## src/rtl/alu_arb_pkg.sv

```systemverilog
// Shared types and constants for the ALU arbiter.
// No logic; no latency.
// No flow control.
package alu_arb_pkg;

    typedef enum logic [1:0] {
        IDLE = 2'd0,
        EXEC = 2'd1,
        RESP = 2'd2
    } alu_arb_state_t;

    localparam int FLAG_Z  = 0;
    localparam int FLAG_N  = 1;
    localparam int FLAG_C  = 2;
    localparam int FLAG_V  = 3;
    localparam int MAX_REQ = 4;

endpackage

```

## src/rtl/alu.sv

```systemverilog
// Four-bit ALU: sel 00 add, 01 sub, 10 and, 11 xor of A with zero-extended B.
// Purely combinational, zero latency.
// No flow control.
module alu (
    input  logic [3:0] a,
    input  logic [1:0] b,
    input  logic [1:0] sel,
    output logic [3:0] y,
    output logic       z,
    output logic       n,
    output logic       c,
    output logic       v
);
    logic [3:0] bx;
    logic [4:0] sum;

    always_comb begin
        bx  = {2'b00, b};
        sum = '0;
        y   = '0;
        c   = 1'b0;
        v   = 1'b0;
        case (sel)
            2'b00: begin
                sum = {1'b0, a} + {1'b0, bx};
                y   = sum[3:0];
                c   = sum[4];
                v   = (a[3] == bx[3]) && (y[3] != a[3]);
            end
            2'b01: begin
                // c is the not-borrow carry of a + ~b + 1
                sum = {1'b0, a} + {1'b0, ~bx} + 5'd1;
                y   = sum[3:0];
                c   = sum[4];
                v   = (a[3] != bx[3]) && (y[3] != a[3]);
            end
            2'b10:   y = a & bx;
            default: y = a ^ bx;
        endcase
        z = (y == 4'd0);
        n = y[3];
    end
endmodule

```

## src/rtl/alu_arb_grant.sv

```systemverilog
// One-hot request picker; round-robin after the pointer when ALU_ARB_RR_EN, else lowest index.
// Combinational, zero latency.
// No flow control; grant is zero when no request is valid.
module alu_arb_grant
    import alu_arb_pkg::*;
#(
    parameter int N_REQ = 2
) (
    input  logic [N_REQ-1:0] valid,
`ifdef ALU_ARB_RR_EN
    input  logic [1:0]       ptr,
`endif
    output logic [N_REQ-1:0] grant,
    output logic [1:0]       idx
);
    always_comb begin
        logic found;
        found = 1'b0;
        grant = '0;
        idx   = '0;
`ifdef ALU_ARB_RR_EN
        // Indices above the last winner outrank those at or below it.
        for (int i = 0; i < N_REQ && i < MAX_REQ; i++) begin
            if (!found && valid[i] && i > int'(ptr)) begin
                found    = 1'b1;
                grant[i] = 1'b1;
                idx      = 2'(i);
            end
        end
        for (int i = 0; i < N_REQ && i < MAX_REQ; i++) begin
            if (!found && valid[i] && i <= int'(ptr)) begin
                found    = 1'b1;
                grant[i] = 1'b1;
                idx      = 2'(i);
            end
        end
`else
        for (int i = 0; i < N_REQ && i < MAX_REQ; i++) begin
            if (!found && valid[i]) begin
                found    = 1'b1;
                grant[i] = 1'b1;
                idx      = 2'(i);
            end
        end
`endif
    end
endmodule

```

## src/rtl/alu_arbiter.sv

```systemverilog
// Shares one ALU between N_REQ requesters (round-robin if ALU_ARB_RR_EN, else fixed priority).
// Latency: grant edge k, response valid after edge k+1; one transaction per 3 cycles at best.
// Backpressure: response held until rsp_ready; req_ready stays low outside IDLE.
module alu_arbiter
    import alu_arb_pkg::*;
#(
    parameter int N_REQ = 2
) (
    input  logic               clk,
    input  logic               rst,
    input  logic [N_REQ-1:0]   req_valid,
    input  logic [4*N_REQ-1:0] req_a,
    input  logic [2*N_REQ-1:0] req_b,
    input  logic [2*N_REQ-1:0] req_sel,
    output logic [N_REQ-1:0]   req_ready,
    output logic               rsp_valid,
    input  logic               rsp_ready,
    output logic [3:0]         rsp_y,
    output logic [3:0]         rsp_flags,
    output logic [1:0]         rsp_id,
    output logic               busy
);
    alu_arb_state_t   state;
    logic [N_REQ-1:0] grant;
    logic [1:0]       gidx;
    logic             accept;
    logic [3:0]       win_a;
    logic [1:0]       win_b;
    logic [1:0]       win_sel;
    logic [3:0]       op_a;
    logic [1:0]       op_b;
    logic [1:0]       op_sel;
    logic [1:0]       op_id;
    logic [3:0]       alu_y;
    logic [3:0]       alu_flags;
    logic             alu_z;
    logic             alu_n;
    logic             alu_c;
    logic             alu_v;
`ifdef ALU_ARB_RR_EN
    logic [1:0]       ptr;
`endif

    alu_arb_grant #(.N_REQ(N_REQ)) u_grant (
        .valid (req_valid),
`ifdef ALU_ARB_RR_EN
        .ptr   (ptr),
`endif
        .grant (grant),
        .idx   (gidx)
    );

    assign accept    = (state == IDLE) && (|req_valid);
    // Gated by rst so the grant drops immediately on an asynchronous reset.
    assign req_ready = (state == IDLE && !rst) ? grant : '0;
    assign busy      = (state != IDLE);

    always_comb begin
        win_a   = '0;
        win_b   = '0;
        win_sel = '0;
        for (int i = 0; i < N_REQ; i++) begin
            if (grant[i]) begin
                win_a   = req_a[4*i +: 4];
                win_b   = req_b[2*i +: 2];
                win_sel = req_sel[2*i +: 2];
            end
        end
    end

    alu u_alu (
        .a   (op_a),
        .b   (op_b),
        .sel (op_sel),
        .y   (alu_y),
        .z   (alu_z),
        .n   (alu_n),
        .c   (alu_c),
        .v   (alu_v)
    );

    always_comb begin
        alu_flags         = '0;
        alu_flags[FLAG_Z] = alu_z;
        alu_flags[FLAG_N] = alu_n;
        alu_flags[FLAG_C] = alu_c;
        alu_flags[FLAG_V] = alu_v;
    end

    always_ff @(posedge clk or posedge rst) begin
        if (rst) begin
            state     <= IDLE;
            op_a      <= '0;
            op_b      <= '0;
            op_sel    <= '0;
            op_id     <= '0;
            rsp_valid <= 1'b0;
            rsp_y     <= '0;
            rsp_flags <= '0;
            rsp_id    <= '0;
        end else begin
            case (state)
                IDLE: begin
                    if (accept) begin
                        op_a   <= win_a;
                        op_b   <= win_b;
                        op_sel <= win_sel;
                        op_id  <= gidx;
                        state  <= EXEC;
                    end
                end
                EXEC: begin
                    rsp_y     <= alu_y;
                    rsp_flags <= alu_flags;
                    rsp_id    <= op_id;
                    rsp_valid <= 1'b1;
                    state     <= RESP;
                end
                RESP: begin
                    if (rsp_ready) begin
                        rsp_valid <= 1'b0;
                        state     <= IDLE;
                    end
                end
                default: state <= IDLE;
            endcase
        end
    end

`ifdef ALU_ARB_RR_EN
    always_ff @(posedge clk or posedge rst) begin
        if (rst) begin
            ptr <= 2'(N_REQ - 1);
        end else if (accept) begin
            ptr <= gidx;
        end
    end
`endif

endmodule

```

## config.mk

```make
export PLATFORM = sky130hd
export DESIGN_NAME = alu_arbiter
export DESIGN_NICKNAME = d
export VERILOG_FILES = /design/src/rtl/alu_arb_pkg.sv /design/src/rtl/alu.sv /design/src/rtl/alu_arb_grant.sv /design/src/rtl/alu_arbiter.sv
export SDC_FILE = /design/constraint.sdc
export NUM_CORES = 1
export LEC_CHECK = 0
export ABC_AREA = 1
export ABC_CLOCK_PERIOD_IN_PS = 2100
export CAP_MARGIN = 30
export CELL_PAD_IN_SITES_DETAIL_PLACEMENT = 1
export CELL_PAD_IN_SITES_GLOBAL_PLACEMENT = 2
export CORE_UTILIZATION = 27
export CTS_BUF_LIST = sky130_fd_sc_hd__clkbuf_4 sky130_fd_sc_hd__clkbuf_8
export DETAILED_ROUTE_END_ITERATION = 10
export PLACE_DENSITY = 0.87
export SYNTH_ARGS = -nofsm -noshare
export SYNTH_HDL_FRONTEND = slang
export SYNTH_SLANG_ARGS = --single-unit
```

## constraint.sdc

```tcl
create_clock -name clk -period 2.1 [get_ports clk]
set_clock_uncertainty 0.05 [all_clocks]
set_input_delay 0.42 -clock clk [delete_from_list [all_inputs] [get_ports clk]]
set_output_delay 0.42 -clock clk [all_outputs]
set_load 0.02 [all_outputs]
```

== After elaboration in Yosys (flattened, before gate mapping) ==
Cells that the tools add are included.

* Flip-flop bits (word level): 23
* Input bits: 21
* Output and inout bits: 14
* Logic and storage cells: 58

* Add/sub/neg operators: 3
* Equality and inequality tests: 8
* Mux-type cells: 18
* Bitwise logic cells: 4
* Reduce and logical (&&, ||, !) cells: 16

{| class="wikitable"
|+ Operators by type and width
! kind !! number
|-
| 2-to-1 mux 2 bit || 7
|-
| one-hot mux 4 bit (3 select lines) || 1
|-
| 2-to-1 mux 4 bit || 2
|-
| one-hot mux 1 bit (2 select lines) || 3
|-
| one-hot mux 2 bit (3 select lines) || 1
|-
| AND reduction 2 bit || 3
|-
| adder 4 x 2 -> 5 bit || 1
|-
| adder 4 x 4 -> 5 bit || 1
|-
| adder 5 x 1 -> 5 bit (second input constant) || 1
|-
| logical AND 1 bit || 5
|-
| bitwise AND 4 x 2 -> 4 bit || 1
|-
| == test 2 x 1 -> 1 bit (second input constant) || 2
|-
| == test 2 bit (second input constant) || 2
|-
| logical NOT 2 bit || 2
|-
| logical NOT 4 bit || 1
|-
| 2-to-1 mux 1 bit || 4
|-
| inequality test 2 bit (second input constant) || 2
|-
| NOT 2 -> 4 bit || 1
|-
| nonzero test 2 bit || 2
|-
| bitwise XOR 4 x 2 -> 4 bit || 1
|-
| logical NOT 1 bit || 2
|-
| inequality test 1 bit || 2
|-
| OR reduction 2 bit || 1
|-
| NOT 1 bit || 1
|}

== Logic depth before layout (Yosys ltp) ==
Gate-level depths: netlist (run 1).

* Word-level depth: 6
* Gate-level depth with buffers: 12
* Gate-level depth less buffers: 12

== Cells and area by module ==
A second synthesis (run 1) with hierarchy kept.

* Cells, all modules: 199
* Area, all modules: 1401.3 um^2

{| class="wikitable"
|+ Modules (own cells, without submodules)
! module !! times used !! cells an instance !! area each (um^2) !! seq. area each (um^2)
|-
| alu_arbiter || 1 || 130 || 1021.0 || 575.6
|-
| alu || 1 || 63 || 344.1 || 0.0
|-
| alu_arb_grant || 1 || 6 || 36.3 || 0.0
|}

== Least setup slack after synthesis (run 1) ==
Ideal clock, no wire load.

* Path type: input -> output
* Start: input req_valid[0]
* End: output req_ready[1]
* Data arrival time: 1.289 ns
* Data required time: 1.630 ns
* Slack: 0.341 ns
* Stages: 6
* Buffers on the path: 1
* Cells stage by stage: buf_2 inv_1 nand2_1 nor2_2 inv_1 nor2_1

* Longest elaborated chain between the ends: 5

{| class="wikitable"
|+ RTL lines
! what !! line !! source
|-
| start, declared || alu_arbiter.sv:11 || <nowiki>input logic [N_REQ-1:0] req_valid,</nowiki>
|-
| 2-to-1 mux 1 bit || alu_arb_grant.sv:39 || <nowiki>if (!found && valid[i]) begin</nowiki>
|-
| logical NOT 1 bit || alu_arb_grant.sv:39 ||
|-
| logical AND 1 bit || alu_arb_grant.sv:39 ||
|-
| 2-to-1 mux 1 bit || alu_arb_grant.sv:39 ||
|-
| 2-to-1 mux 2 bit || alu_arbiter.sv:55 || <nowiki>assign req_ready = (state == IDLE && !rst) ? grant : '0;</nowiki>
|-
| end, declared || alu_arbiter.sv:15 || <nowiki>output logic [N_REQ-1:0] req_ready,</nowiki>
|}

Every way passes these cells.

== Worst setup path in the final report (run 1) ==
* Start: input req_valid[0]
* End: output req_ready[0]

* Longest elaborated chain between the ends: 2

{| class="wikitable"
|+ RTL lines
! what !! line
|-
| 2-to-1 mux 1 bit || alu_arb_grant.sv:39
|-
| 2-to-1 mux 2 bit || alu_arbiter.sv:55
|}

Every way passes these cells.

==> impl_metrics.sql, run 1 <==
INSERT INTO impl_metrics (metric_group, metric, value, unit) VALUES
('outcome', 'run_status', 'completed', ''),
('cts', 'clk-insertion-delay-late', '0.27', 'ns'),
('placed_design', 'gp_congestion', '0.767', ''),
('routing', 'drc', '0', ''),
('critical_path', 'cp_num_buf_inv', '3', ''),
('synth', 'netlist_top_cells_area', 'sky130_fd_sc_hd__dfrtp_1 42%, sky130_fd_sc_hd__nand3_1 9.6%, sky130_fd_sc_hd__nand2_1 8.5%', ''),
('synth', 'yosys_warns', '0', ''),
('synth', 'post-synth-top-count-cell', 'sky130_fd_sc_hd__nand2_1', ''),
('floorplan', 'die_y', '68.5', 'um'),
('timing', 'max_freq', '508', 'MHz'),
('synth', 'asyncSetResetFlopFracSynth', '100', '%'),
('critical_path', 'worst_path_max_delay_cell', 'sky130_fd_sc_hd__clkdlybuf4s50_1', ''),
('min_path', 'min-delay-path-class', 'reg -> reg', ''),
('critical_path', 'path_depth', '4', ''),
('synth', 'netlist.area_leader.share', '41.9', '%'),
('global_routing', 'track_usage', '15.9', '%'),
('synth', 'ys_top_cells_by_count', '27 x sky130_fd_sc_hd__nand2_1, 23 x sky130_fd_sc_hd__nand3_1, 20 x sky130_fd_sc_hd__dfrtp_1, 20 x sky130_fd_sc_hd__inv_1, 13 x sky130_fd_sc_hd__nor2_1', ''),
('power_and_ir_drop', 'power.ir.vdd_worst', '0.479', 'mV'),
('critical_path', 'setup.worst_path.class', 'in -> out', ''),
('critical_path', 'worst_setup_path_start_kind', 'input pin', ''),
('synth', 'netlist_area_before_placement', '0.00119', 'sq mm'),
('layout', 'antenna-diode-count', '0', ''),
('layout', 'drive_gt1_share', '11.3', '%'),
('power_and_ir_drop', 'report.power.total', '2530', 'uW'),
('layout', 'post_layout_nonfiller_instances', '236', ''),
('timing', 'final-hold-violation-count', '0', ''),
('synth', 'synthesis.area_per_instance', '8.12', 'sq um'),
('timing', 'final_min_period_over_clock_period', '93.8', '%'),
('synth', 'number_of_flops_mapped_to_enable_cells_by_yosys', '0', ''),
('synth', 'synth.net_count', '176', ''),
('layout', 'num-nets-final', '216', ''),
('placed_design', 'hpwlAfterDp', '2520', 'um'),
('global_routing', 'grt-ovfl-total', '0', ''),
('critical_path', 'path_cells', 'clkdlybuf4s50_1 -> inv_2 -> nor3_1 -> dlygate4sd2_1', ''),
('min_path', 'min_delay_path_depth', '2', ''),
('placed_design', 'placed_cells_incl_taps', '232', ''),
('timing', 'fin_crit', '1.97', 'ns'),
('floorplan', 'die_extent_in_x', '68.5', 'um'),
('power_and_ir_drop', 'power_density', '1520', 'mW/mm^2'),
('floorplan', 'num_io_pins', '35', ''),
('timing', 'worst_hold_slack', '0.445', 'ns'),
('cts', 'clock_transition_at_the_registers_of_the_reported_paths', '0.08', 'ns'),
('floorplan', 'die-area', '0.00469', 'sq mm'),
('floorplan', 'coreArea', '0.00412', 'sq mm'),
('global_routing', 'antenna_violations_before_repair', '0', ''),
('global_routing', 'grt_first_pass_wirelength', '5370', 'um'),
('critical_path', 'worst-endpoint-required', '1.63', 'ns'),
('global_routing', 'grt_start_max_net_pins', '21', ''),
('synth', 'yosys_register_bits', '20', ''),
('synth', 'ys.flop_type', 'sky130_fd_sc_hd__dfrtp_1', ''),
('critical_path', 'critPathCaptureType', 'primary output', ''),
('global_routing', 'first_global_vias', '1168', ''),
('routing', 'detail_route.vias_per_cell', '4.56', ''),
('synth', 'synth_cell_types', '22', ''),
('routing', 'wire_length_per_cell_after_detailed_routing', '13.3', 'um'),
('cts', 'numCtsBuffers', '3', ''),
('critical_path', 'critical_path.max_stage_delay', '0.49', 'ns'),
('floorplan', 'initial_utilization', '29.0', '%'),
('routing', 'detailedRoute.firstPassIterationCount', '4', ''),
('power_and_ir_drop', 'leakage', '0.000773', 'uW'),
('cts', 'tritoncts_num_sinks', '20', ''),
('cts', 'ctsHoldBuffers', '0', ''),
('synth', 'yosysTopAreaCell', 'sky130_fd_sc_hd__dfrtp_1', ''),
('critical_path', 'critical_path_peak_fanout', '5', ''),
('critical_path', 'reg2reg_to', 'rsp_flags[0]', ''),
('critical_path', 'critPathTopFamily', 'buffers and inverters', ''),
('routing', 'vias', '1075', ''),
('cts', 'cts_tree', 'yes', ''),
('routing', 'postRouteWirelength', '3150', 'um'),
('synth', 'synth-seq-area-share', '41.9', '%'),
('timing', 'report.final.slew_viol_count', '0', '');
[cell usage in the layout (no fill, tap or decap)]
cell type                         instances
sky130_fd_sc_hd__nand3_1                 23
sky130_fd_sc_hd__ha_1                     6
sky130_fd_sc_hd__o21a_1                   1
sky130_fd_sc_hd__nor3_1                   2
sky130_fd_sc_hd__buf_4                    7
sky130_fd_sc_hd__nor2_2                   1
sky130_fd_sc_hd__fa_1                     2
sky130_fd_sc_hd__clkdlybuf4s50_1         31
sky130_fd_sc_hd__dlygate4sd2_1            1
sky130_fd_sc_hd__nand3b_1                 1
sky130_fd_sc_hd__bufinv_16                1
sky130_fd_sc_hd__o21ai_0                  8
sky130_fd_sc_hd__dfrtp_2                  1
sky130_fd_sc_hd__o21ai_2                  1
sky130_fd_sc_hd__nor2_4                   3
sky130_fd_sc_hd__nand2_1                 27
sky130_fd_sc_hd__a21oi_1                  2
sky130_fd_sc_hd__clkbuf_8                 3
sky130_fd_sc_hd__buf_2                    1
sky130_fd_sc_hd__conb_1                   1
sky130_fd_sc_hd__o211ai_1                 4
sky130_fd_sc_hd__o21ai_1                  1
sky130_fd_sc_hd__dfrtp_1                 19
sky130_fd_sc_hd__nor2_1                  13
sky130_fd_sc_hd__inv_2                    3
sky130_fd_sc_hd__inv_1                   19
sky130_fd_sc_hd__a31oi_1                  4
[logic make-up after synthesis]
family | Yosys count | share of synthesized area [%]
AOI/OAI and AO/OA | 21 | 10.6
adders and majority gates | 8 | 9.64
other | 1 | 0.314
DFF | 20 | 41.9
buffers and inverters | 27 | 10.5
and+or+nand+nor | 70 | 27.0
[layout make-up]
cell class / count / area [sq um]
well taps: 50 / 62.6
clock inverters: 1 / 30.0
fillers: 515 / 2450
inverters: 22 / 82.6
clock buffers: 3 / 41.3
multi-input cells: 100 / 568
repair buffers: 40 / 377
flip-flops and latches: 20 / 502
[flip-flops by register name, indices dropped and copies added, names as in the netlist]
register   cells
op_a           4
op_id          1
rsp_y          3
state          2
rsp_id         1
rsp_valid      1
op_sel         2
rsp_flags      4
op_b           2
[where the power goes]
group,internal (uW),total [uW],switching [uW]
sequential,571,743,172
combinational,588,1390,799
clock,255,399,144
[worst reg2reg max path, cell delays in order, from the launching register on]
cell	delay (ns)
sky130_fd_sc_hd__dfrtp_2	0.45
sky130_fd_sc_hd__ha_1	0.33
sky130_fd_sc_hd__inv_1	0.10
sky130_fd_sc_hd__o21ai_1	0.07
sky130_fd_sc_hd__nor2_1	0.13
sky130_fd_sc_hd__ha_1	0.25
sky130_fd_sc_hd__nand3_1	0.08
sky130_fd_sc_hd__nand3_1	0.10
sky130_fd_sc_hd__nor2_1	0.12
sky130_fd_sc_hd__nand3_1	0.08
sky130_fd_sc_hd__nand2_1	0.06
[through the flow]
step | TNS (ns) | setup WS, ns | util [%] | instance area (sq um)
after floorplan | 0 | 0.341 | - | 1190
after global placement | -0.431 | -0.271 | 38.8 | 1600
final | 0 | 0.130 | 40.4 | 1660
after detailed placement | -0.473 | -0.300 | 38.8 | 1600
after CTS | 0 | 0.0288 | 40.5 | 1670
after global routing | 0 | 0.0224 | 40.4 | 1660
[how the worst max path moves through the flow]
| stage | from | end |
|---|---|---|
| 2_1_floorplan | req_valid[0] | req_ready[1] |
| 3_3_place_gp | req_valid[0] | req_ready[1] |
| 3_5_place_dp | req_valid[0] | req_ready[1] |
| 4_1_cts | req_valid[0] | req_ready[1] |
| 5_1_grt | op_a[1] | rsp_flags[0] |
| 6_report | req_valid[0] | req_ready[0] |
[layer usage]
metal	share of wire, %	GRT usage [%]	wire length [um]
met1	44	18.9	1390
met4	1.5	6.25	48
met5	0	0	0
met3	5.2	4.11	163
met2	49	27.1	1550
[timing repair]
| item | 4_1_cts | 5_1_grt |
|---|---|---|
| hold endpoints to repair | 0 | 0 |
| setup endpoints to repair | 2 | 2 |
| gates resized for setup | 4 | 4 |
Note: power is estimated with default switching activity, not from simulation.
==> run 2, diff against run 1 <==
--- a/config.mk
+++ b/config.mk
@@ -9,11 +9,11 @@
 export ABC_CLOCK_PERIOD_IN_PS = 2100
 export CAP_MARGIN = 30
 export CELL_PAD_IN_SITES_DETAIL_PLACEMENT = 1
-export CELL_PAD_IN_SITES_GLOBAL_PLACEMENT = 2
-export CORE_UTILIZATION = 27
+export CELL_PAD_IN_SITES_GLOBAL_PLACEMENT = 1
+export CORE_UTILIZATION = 35
 export CTS_BUF_LIST = sky130_fd_sc_hd__clkbuf_4 sky130_fd_sc_hd__clkbuf_8
 export DETAILED_ROUTE_END_ITERATION = 10
-export PLACE_DENSITY = 0.87
+export PLACE_DENSITY = 0.88
 export SYNTH_ARGS = -nofsm -noshare
 export SYNTH_HDL_FRONTEND = slang
 export SYNTH_SLANG_ARGS = --single-unit
==> run 2 against run 1 <==
Effect of this change:
- register-to-register slack hardly changed
- count of clock-buffer cells in the layout stayed put
- setup slack worse by 0.021 ns
- non-clock buffer count is 1 higher
- first-iteration DRC count is 7.1% lower
- wire length is 6.3% lower
- maximum frequency is 1.0% lower
==> impl_metrics.sql, run 2 (synthesis results as in run 1) <==
INSERT INTO impl_metrics (metric_group, metric, value, unit) VALUES
('outcome', 'run_status', 'completed', ''),
('routing', 'detail_route.vias_per_cell', '4.87', ''),
('placed_design', 'place.port_buffers', '33', ''),
('routing', 'dr.first_iter.drc_count', '26', ''),
('routing', 'vias', '1124', ''),
('layout', 'final_core_utilization', '52.1', '%'),
('critical_path', 'path_cells', 'nor2_4 -> inv_1 -> clkdlybuf4s50_1', ''),
('routing', 'postRouteWirelength', '2950', 'um'),
('floorplan', 'placementRows', '20', ''),
('global_routing', 'grt_first_pass_wirelength', '5400', 'um'),
('power_and_ir_drop', 'report.power.total', '2430', 'uW'),
('run', 'maxCapViolCount', '0', ''),
('critical_path', 'worst_setup_path_start_kind', 'register', ''),
('global_routing', 'antenna_violations_before_repair', '0', ''),
('layout', 'num-nets-final', '217', ''),
('floorplan', 'coreArea', '0.00315', 'sq mm'),
('placed_design', 'gp_congestion', '0.823', ''),
('routing', 'drc', '0', ''),
('global_routing', 'first_global_vias', '1257', ''),
('critical_path', 'critical_path_peak_fanout', '3', ''),
('cts', 'clock_transition_at_the_registers_of_the_reported_paths', '0.12', 'ns'),
('min_path', 'min-delay-path-class', 'in -> async', ''),
('critical_path', 'worst-endpoint-required', '1.63', 'ns'),
('timing', 'max_freq', '502', 'MHz'),
('timing', 'report.final.slew_viol_count', '0', ''),
('layout', 'reg.largest.list', 'op_a: 4 flops, rsp_flags: 4 flops, rsp_y: 3 flops', ''),
('layout', 'final_cell_mix', '31 x sky130_fd_sc_hd__clkdlybuf4s50_1, 27 x sky130_fd_sc_hd__nand2_1, 23 x sky130_fd_sc_hd__nand3_1', ''),
('global_routing', 'track_usage', '20.2', '%'),
('global_routing', 'grt_start_max_net_pins', '21', ''),
('layout', 'post_layout_nonfiller_instances', '231', ''),
('cts', 'tritoncts_num_sinks', '20', ''),
('critical_path', 'critPathTopFamily', 'buffers and inverters', ''),
('cts', 'clk_path_buf_depth', '2', ''),
('floorplan', 'num_io_pins', '35', ''),
('routing', 'detailedRoute.firstPassIterationCount', '4', ''),
('cts', 'clk-insertion-delay-late', '0.31', 'ns'),
('floorplan', 'die-area', '0.00365', 'sq mm'),
('critical_path', 'arrival', '1.52', 'ns'),
('floorplan', 'die_y', '60.4', 'um'),
('critical_path', 'cp_num_buf_inv', '2', ''),
('power_and_ir_drop', 'power.ir.vdd_worst', '0.633', 'mV'),
('timing', 'final-hold-violation-count', '0', ''),
('global_routing', 'grt-ovfl-total', '0', ''),
('critical_path', 'critical_path.max_stage_delay', '0.62', 'ns'),
('power_and_ir_drop', 'leakage', '0.000771', 'uW'),
('cts', 'ctsHoldBuffers', '0', ''),
('layout', 'fill_cells', '405', ''),
('timing', 'report.final.setup_viol', '0', ''),
('timing', 'worst_hold_slack', '0.427', 'ns'),
('layout', 'area.growth.synth_to_final', '37.7', '%'),
('placed_design', 'hpwlAfterDp', '2460', 'um'),
('layout', 'antenna-diode-count', '0', ''),
('critical_path', 'worst_path_max_delay_cell', 'sky130_fd_sc_hd__clkdlybuf4s50_1', ''),
('critical_path', 'critPathCaptureType', 'primary output', ''),
('critical_path', 'setup.worst_path.class', 'reg -> out', ''),
('placed_design', 'placed_cells_incl_taps', '227', ''),
('timing', 'fin_crit', '1.99', 'ns'),
('timing', 'final_min_period_over_clock_period', '94.8', '%'),
('cts', 'cts_htree_levels', '1', ''),
('cts', 'numCtsBuffers', '3', ''),
('cts', 'cts_tree', 'yes', ''),
('timing', 'grt_setup_unrepaired', 'false', ''),
('floorplan', 'initial_utilization', '37.9', '%'),
('floorplan', 'die_extent_in_x', '60.4', 'um'),
('power_and_ir_drop', 'power_density', '1480', 'mW/mm^2'),
('cts', 'root_buffer', 'sky130_fd_sc_hd__clkbuf_4', ''),
('layout', 'final_common_cell', 'sky130_fd_sc_hd__clkdlybuf4s50_1', ''),
('routing', 'wire_length_per_cell_after_detailed_routing', '12.8', 'um'),
('timing', 'timing.setup.tns', '0', 'ns'),
('routing', 'antenna_left', '0', ''),
('layout', 'drive_gt1_share', '11.2', '%');
==> run 2: cell types whose count changed in the layout (fill, tap and decap cells not counted), sizes merged <==
cell / before / now
buf: 8 / 9
==> run 2: tightest hold or removal path, cell delays in order <==
cell and delay [ns]:
sky130_fd_sc_hd__clkdlybuf4s50_1 0.44, sky130_fd_sc_hd__inv_1 0.06, sky130_fd_sc_hd__buf_4 0.27
==> run 2: cell type report <==
cell class                      count  area, sq um  share of cell area [%]
Multi-Input combinational cell    100          568                    34.6
Timing Repair Buffer               41          384                    23.4
Clock buffer                        3         22.5                    1.37
Inverter                           22         82.6                    5.02
Tap cell                           44         55.1                    3.35
Clock inverter                      1         30.0                    1.83
Sequential cell                    20          502                    30.5
==> run 2: routing by layer <==
metal	vias to the layer above	share of wire, %	GRT usage [%]	wire length, um
met2	30	52	35.8	1530
met5	-	0	0	0
met4	0	1.9	7.31	55
li1	555	-	-	-
met1	533	42	23.7	1230
met3	6	4.2	4.48	124
==> run 2: power breakdown <==
group	internal, uW	switching (uW)	total [uW]
sequential	570	178	748
clock	193	129	323
combinational	584	776	1360
==> run 2: final timing paths <==
| check | startpoint | to | slack [ns] | depth (start not counted) |
|---|---|---|---|---|
| min in group clk | rsp_y[2] | rsp_y[2] | 0.45 | 2 |
| worst min-delay path | rst | op_sel[1] | 0.43 | 3 |
| worst min register to register | rsp_y[2] | rsp_y[2] | 0.45 | 2 |
| worst max register to register | op_a[1] | rsp_flags[0] | 0.22 | 10 |
| worst max-delay path | state[1] | busy | 0.11 | 3 |
| max in group asynchronous | rst | op_a[1] | 1.34 | 3 |
==> run 2: per-stage QoR <==
| stage | setup WS, ns | cell area, sq um |
|---|---|---|
| floorplan | 0.341 | 1190 |
| global placement | -0.223 | 1600 |
| detailed placement | -0.318 | 1600 |
| CTS | 0.0296 | 1650 |
| global route | 0.0149 | 1640 |
| finish | 0.109 | 1640 |
==> run 2: repair_timing <==
action	in CTS	in global routing
gates resized for setup	4	2
cloned	0	0
setup buffers	0	0
setup endpoints to repair	2	2
pin swaps	0	0
==> run 3, diff against run 2 <==
--- a/config.mk
+++ b/config.mk
@@ -6,14 +6,15 @@
 export NUM_CORES = 1
 export LEC_CHECK = 0
 export ABC_AREA = 1
-export ABC_CLOCK_PERIOD_IN_PS = 2100
+export ABC_CLOCK_PERIOD_IN_PS = 2300
 export CAP_MARGIN = 30
 export CELL_PAD_IN_SITES_DETAIL_PLACEMENT = 1
 export CELL_PAD_IN_SITES_GLOBAL_PLACEMENT = 1
-export CORE_UTILIZATION = 35
+export CORE_UTILIZATION = 38
 export CTS_BUF_LIST = sky130_fd_sc_hd__clkbuf_4 sky130_fd_sc_hd__clkbuf_8
+export CTS_CLUSTER_DIAMETER = 120
 export DETAILED_ROUTE_END_ITERATION = 10
-export PLACE_DENSITY = 0.88
+export PLACE_DENSITY = 0.94
 export SYNTH_ARGS = -nofsm -noshare
 export SYNTH_HDL_FRONTEND = slang
 export SYNTH_SLANG_ARGS = --single-unit
==> constraint.sdc (replaced) <==
create_clock -name clk -period 2.3 [get_ports clk]
set_clock_uncertainty 0.05 [all_clocks]
set_input_delay 0.46 -clock clk [delete_from_list [all_inputs] [get_ports clk]]
set_output_delay 0.46 -clock clk [all_outputs]
set_load 0.02 [all_outputs]
==> run 3 against run 2 <==
Effect of this change:
- final cell count down 2.2%
- power down 10%
- setup slack better by 0.011 ns
- critical path type is now in -> out
- count of clock-buffer cells in the layout up 1
- flip-flop and latch count unchanged
- the run now ends with DRC left
- via count up 3.2%
- non-clock buffer count down 3
- register-to-register slack worse by 0.03 ns
- core utilization up 3.7 points
- largest cell class unchanged
- largest power group unchanged
==> impl_metrics.sql, run 3 (synthesis results as in run 1) <==
INSERT INTO impl_metrics (metric_group, metric, value, unit) VALUES
('routing', 'postRouteWirelength', '3310', 'um'),
('floorplan', 'die-area', '0.00337', 'sq mm'),
('placed_design', 'place.port_buffers', '33', ''),
('layout', 'area.growth.synth_to_final', '34.6', '%'),
('layout', 'area_taken_by_multi_input_logic_gates', '568', 'sq um'),
('cts', 'clk_path_buf_depth', '2', ''),
('cts', 'tritoncts_num_sinks', '20', ''),
('critical_path', 'worst-endpoint-required', '1.79', 'ns'),
('floorplan', 'num_io_pins', '35', ''),
('global_routing', 'track_usage', '22.7', '%'),
('min_path', 'min-delay-path-class', 'reg -> reg', ''),
('routing', 'wire_length_per_cell_after_detailed_routing', '14.6', 'um'),
('outcome', 'failed_checks', 'DRC', ''),
('floorplan', 'placementRows', '19', ''),
('timing', 'final-hold-violation-count', '0', ''),
('routing', 'antenna_left', '0', ''),
('min_path', 'min_delay_path_depth', '2', ''),
('routing', 'drc', '1', ''),
('cts', 'clock_transition_at_the_registers_of_the_reported_paths', '0.11', 'ns'),
('placed_design', 'hpwlAfterDp', '2610', 'um'),
('cts', 'root_buffer', 'sky130_fd_sc_hd__clkbuf_4', ''),
('floorplan', 'die_y', '58.0', 'um'),
('global_routing', 'grt-ovfl-total', '0', ''),
('power_and_ir_drop', 'leakage', '0.000750', 'uW'),
('floorplan', 'coreArea', '0.00288', 'sq mm'),
('layout', 'seqCellArea', '500', 'sq um'),
('power_and_ir_drop', 'power.ir.vdd_worst', '0.658', 'mV'),
('layout', 'fill_cells', '366', ''),
('cts', 'numCtsBuffers', '3', ''),
('critical_path', 'worst_setup_path_start_kind', 'input pin', ''),
('global_routing', 'grt_first_pass_wirelength', '5770', 'um'),
('critical_path', 'arrival', '1.67', 'ns'),
('global_routing', 'grt_start_max_net_pins', '21', ''),
('power_and_ir_drop', 'report.power.total', '2180', 'uW'),
('routing', 'dr.first_iter.drc_count', '31', ''),
('cts', 'ctsHoldBuffers', '0', ''),
('placed_design', 'gp_congestion', '0.851', ''),
('layout', 'num-nets-final', '214', ''),
('power_and_ir_drop', 'power_density', '1360', 'mW/mm^2'),
('floorplan', 'die_extent_in_x', '58.0', 'um'),
('global_routing', 'first_global_vias', '1289', ''),
('layout', 'reg.largest.list', 'op_a: 4 flops, rsp_flags: 4 flops, rsp_y: 3 flops', ''),
('layout', 'final_common_cell', 'sky130_fd_sc_hd__clkdlybuf4s50_1', ''),
('routing', 'detailedRoute.firstPassIterationCount', '9', ''),
('layout', 'antenna-diode-count', '0', ''),
('cts', 'cts_tree', 'yes', ''),
('timing', 'fin_crit', '2.18', 'ns'),
('layout', 'post_layout_nonfiller_instances', '226', ''),
('timing', 'max_freq', '459', 'MHz'),
('routing', 'vias', '1160', ''),
('critical_path', 'critPathCaptureType', 'primary output', ''),
('critical_path', 'critical_path_peak_fanout', '5', ''),
('layout', 'drive_gt1_share', '8.70', '%'),
('timing', 'final_min_period_over_clock_period', '94.8', '%'),
('cts', 'cts_htree_levels', '1', ''),
('run', 'maxCapViolCount', '0', ''),
('global_routing', 'antenna_violations_before_repair', '0', ''),
('timing', 'report.final.slew_viol_count', '0', ''),
('critical_path', 'reg2regPathDepth', '11', ''),
('routing', 'detail_route.vias_per_cell', '5.13', ''),
('outcome', 'run_status', 'complete, but fails checks', ''),
('timing', 'grt_setup_unrepaired', 'false', ''),
('floorplan', 'initial_utilization', '41.5', '%'),
('placed_design', 'placed_cells_incl_taps', '222', ''),
('critical_path', 'setup.worst_path.class', 'in -> out', ''),
('cts', 'clk-insertion-delay-late', '0.31', 'ns'),
('timing', 'report.final.setup_viol', '0', ''),
('layout', 'final_cell_mix', '31 x sky130_fd_sc_hd__clkdlybuf4s50_1, 27 x sky130_fd_sc_hd__nand2_1, 23 x sky130_fd_sc_hd__nand3_1', '');
## run 3: worst max-delay path, stage by stage
cell	delay (ns)
sky130_fd_sc_hd__clkdlybuf4s50_1	0.42
sky130_fd_sc_hd__inv_1	0.14
sky130_fd_sc_hd__nand2_1	0.08
sky130_fd_sc_hd__nor2_2	0.12
sky130_fd_sc_hd__inv_1	0.06
sky130_fd_sc_hd__nor2_1	0.08
sky130_fd_sc_hd__clkdlybuf4s15_1	0.30
## run 3: metrics by stage
stage / worst slack [ns] / cell area [sq um] / util [%] / setup TNS [ns] / hold WS (ns)
global route: 0.0111 / 1610 / 55.9 / 0 / 0.495
detailed placement: -0.179 / 1570 / 54.6 / -0.272 / 0.423
finish: 0.120 / 1610 / 55.9 / 0 / 0.448
floorplan: 0.461 / 1190 / - / 0 / 0.374
global placement: -0.148 / 1570 / 54.6 / -0.187 / 0.417
CTS: 0.0840 / 1610 / 55.8 / 0 / 0.454
## run 3: worst paths after layout
kind,slack (ns),endpoint,from
setup / recovery,0.12,req_ready[1],req_valid[0]
hold / removal,0.45,rsp_flags[0],rsp_flags[0]
setup reg to reg,0.19,rsp_flags[0],op_b[1]
hold reg to reg,0.45,rsp_flags[0],rsp_flags[0]
max in group asynchronous,1.50,rsp_flags[3],rst
min in group asynchronous,0.49,op_sel[0],rst
## run 3: timing repair
item	in CTS	in global routing
setup endpoints to repair	2	1
setup buffers	0	0
resized for setup	2	1
## run 3: area by class of cell
class	instances	share of cell area [%]
Multi-Input combinational cell	100	35.4
Sequential cell	20	31.2
Timing Repair Buffer	38	22.8
Inverter	22	5.14
Tap cell	42	3.27
Clock buffer	4	2.26
## run 3: metal layers
| layer | vias to the layer above | share of wire, % | global-route usage [%] |
|---|---|---|---|
| li1 | 547 | - | - |
| met1 | 564 | 40 | 25.8 |
| met2 | 40 | 54 | 40.9 |
| met3 | 9 | 3.9 | 3.57 |
| met4 | 0 | 2.4 | 11.2 |
| met5 | - | 0 | 0 |
## run 3: report_power, final
group	internal, uW	switching (uW)	leakage [uW]
combinational	525	741	0.000484
sequential	518	187	0.000244
clock	96.8	116	0.0000210
total	1140	1040	0.000750
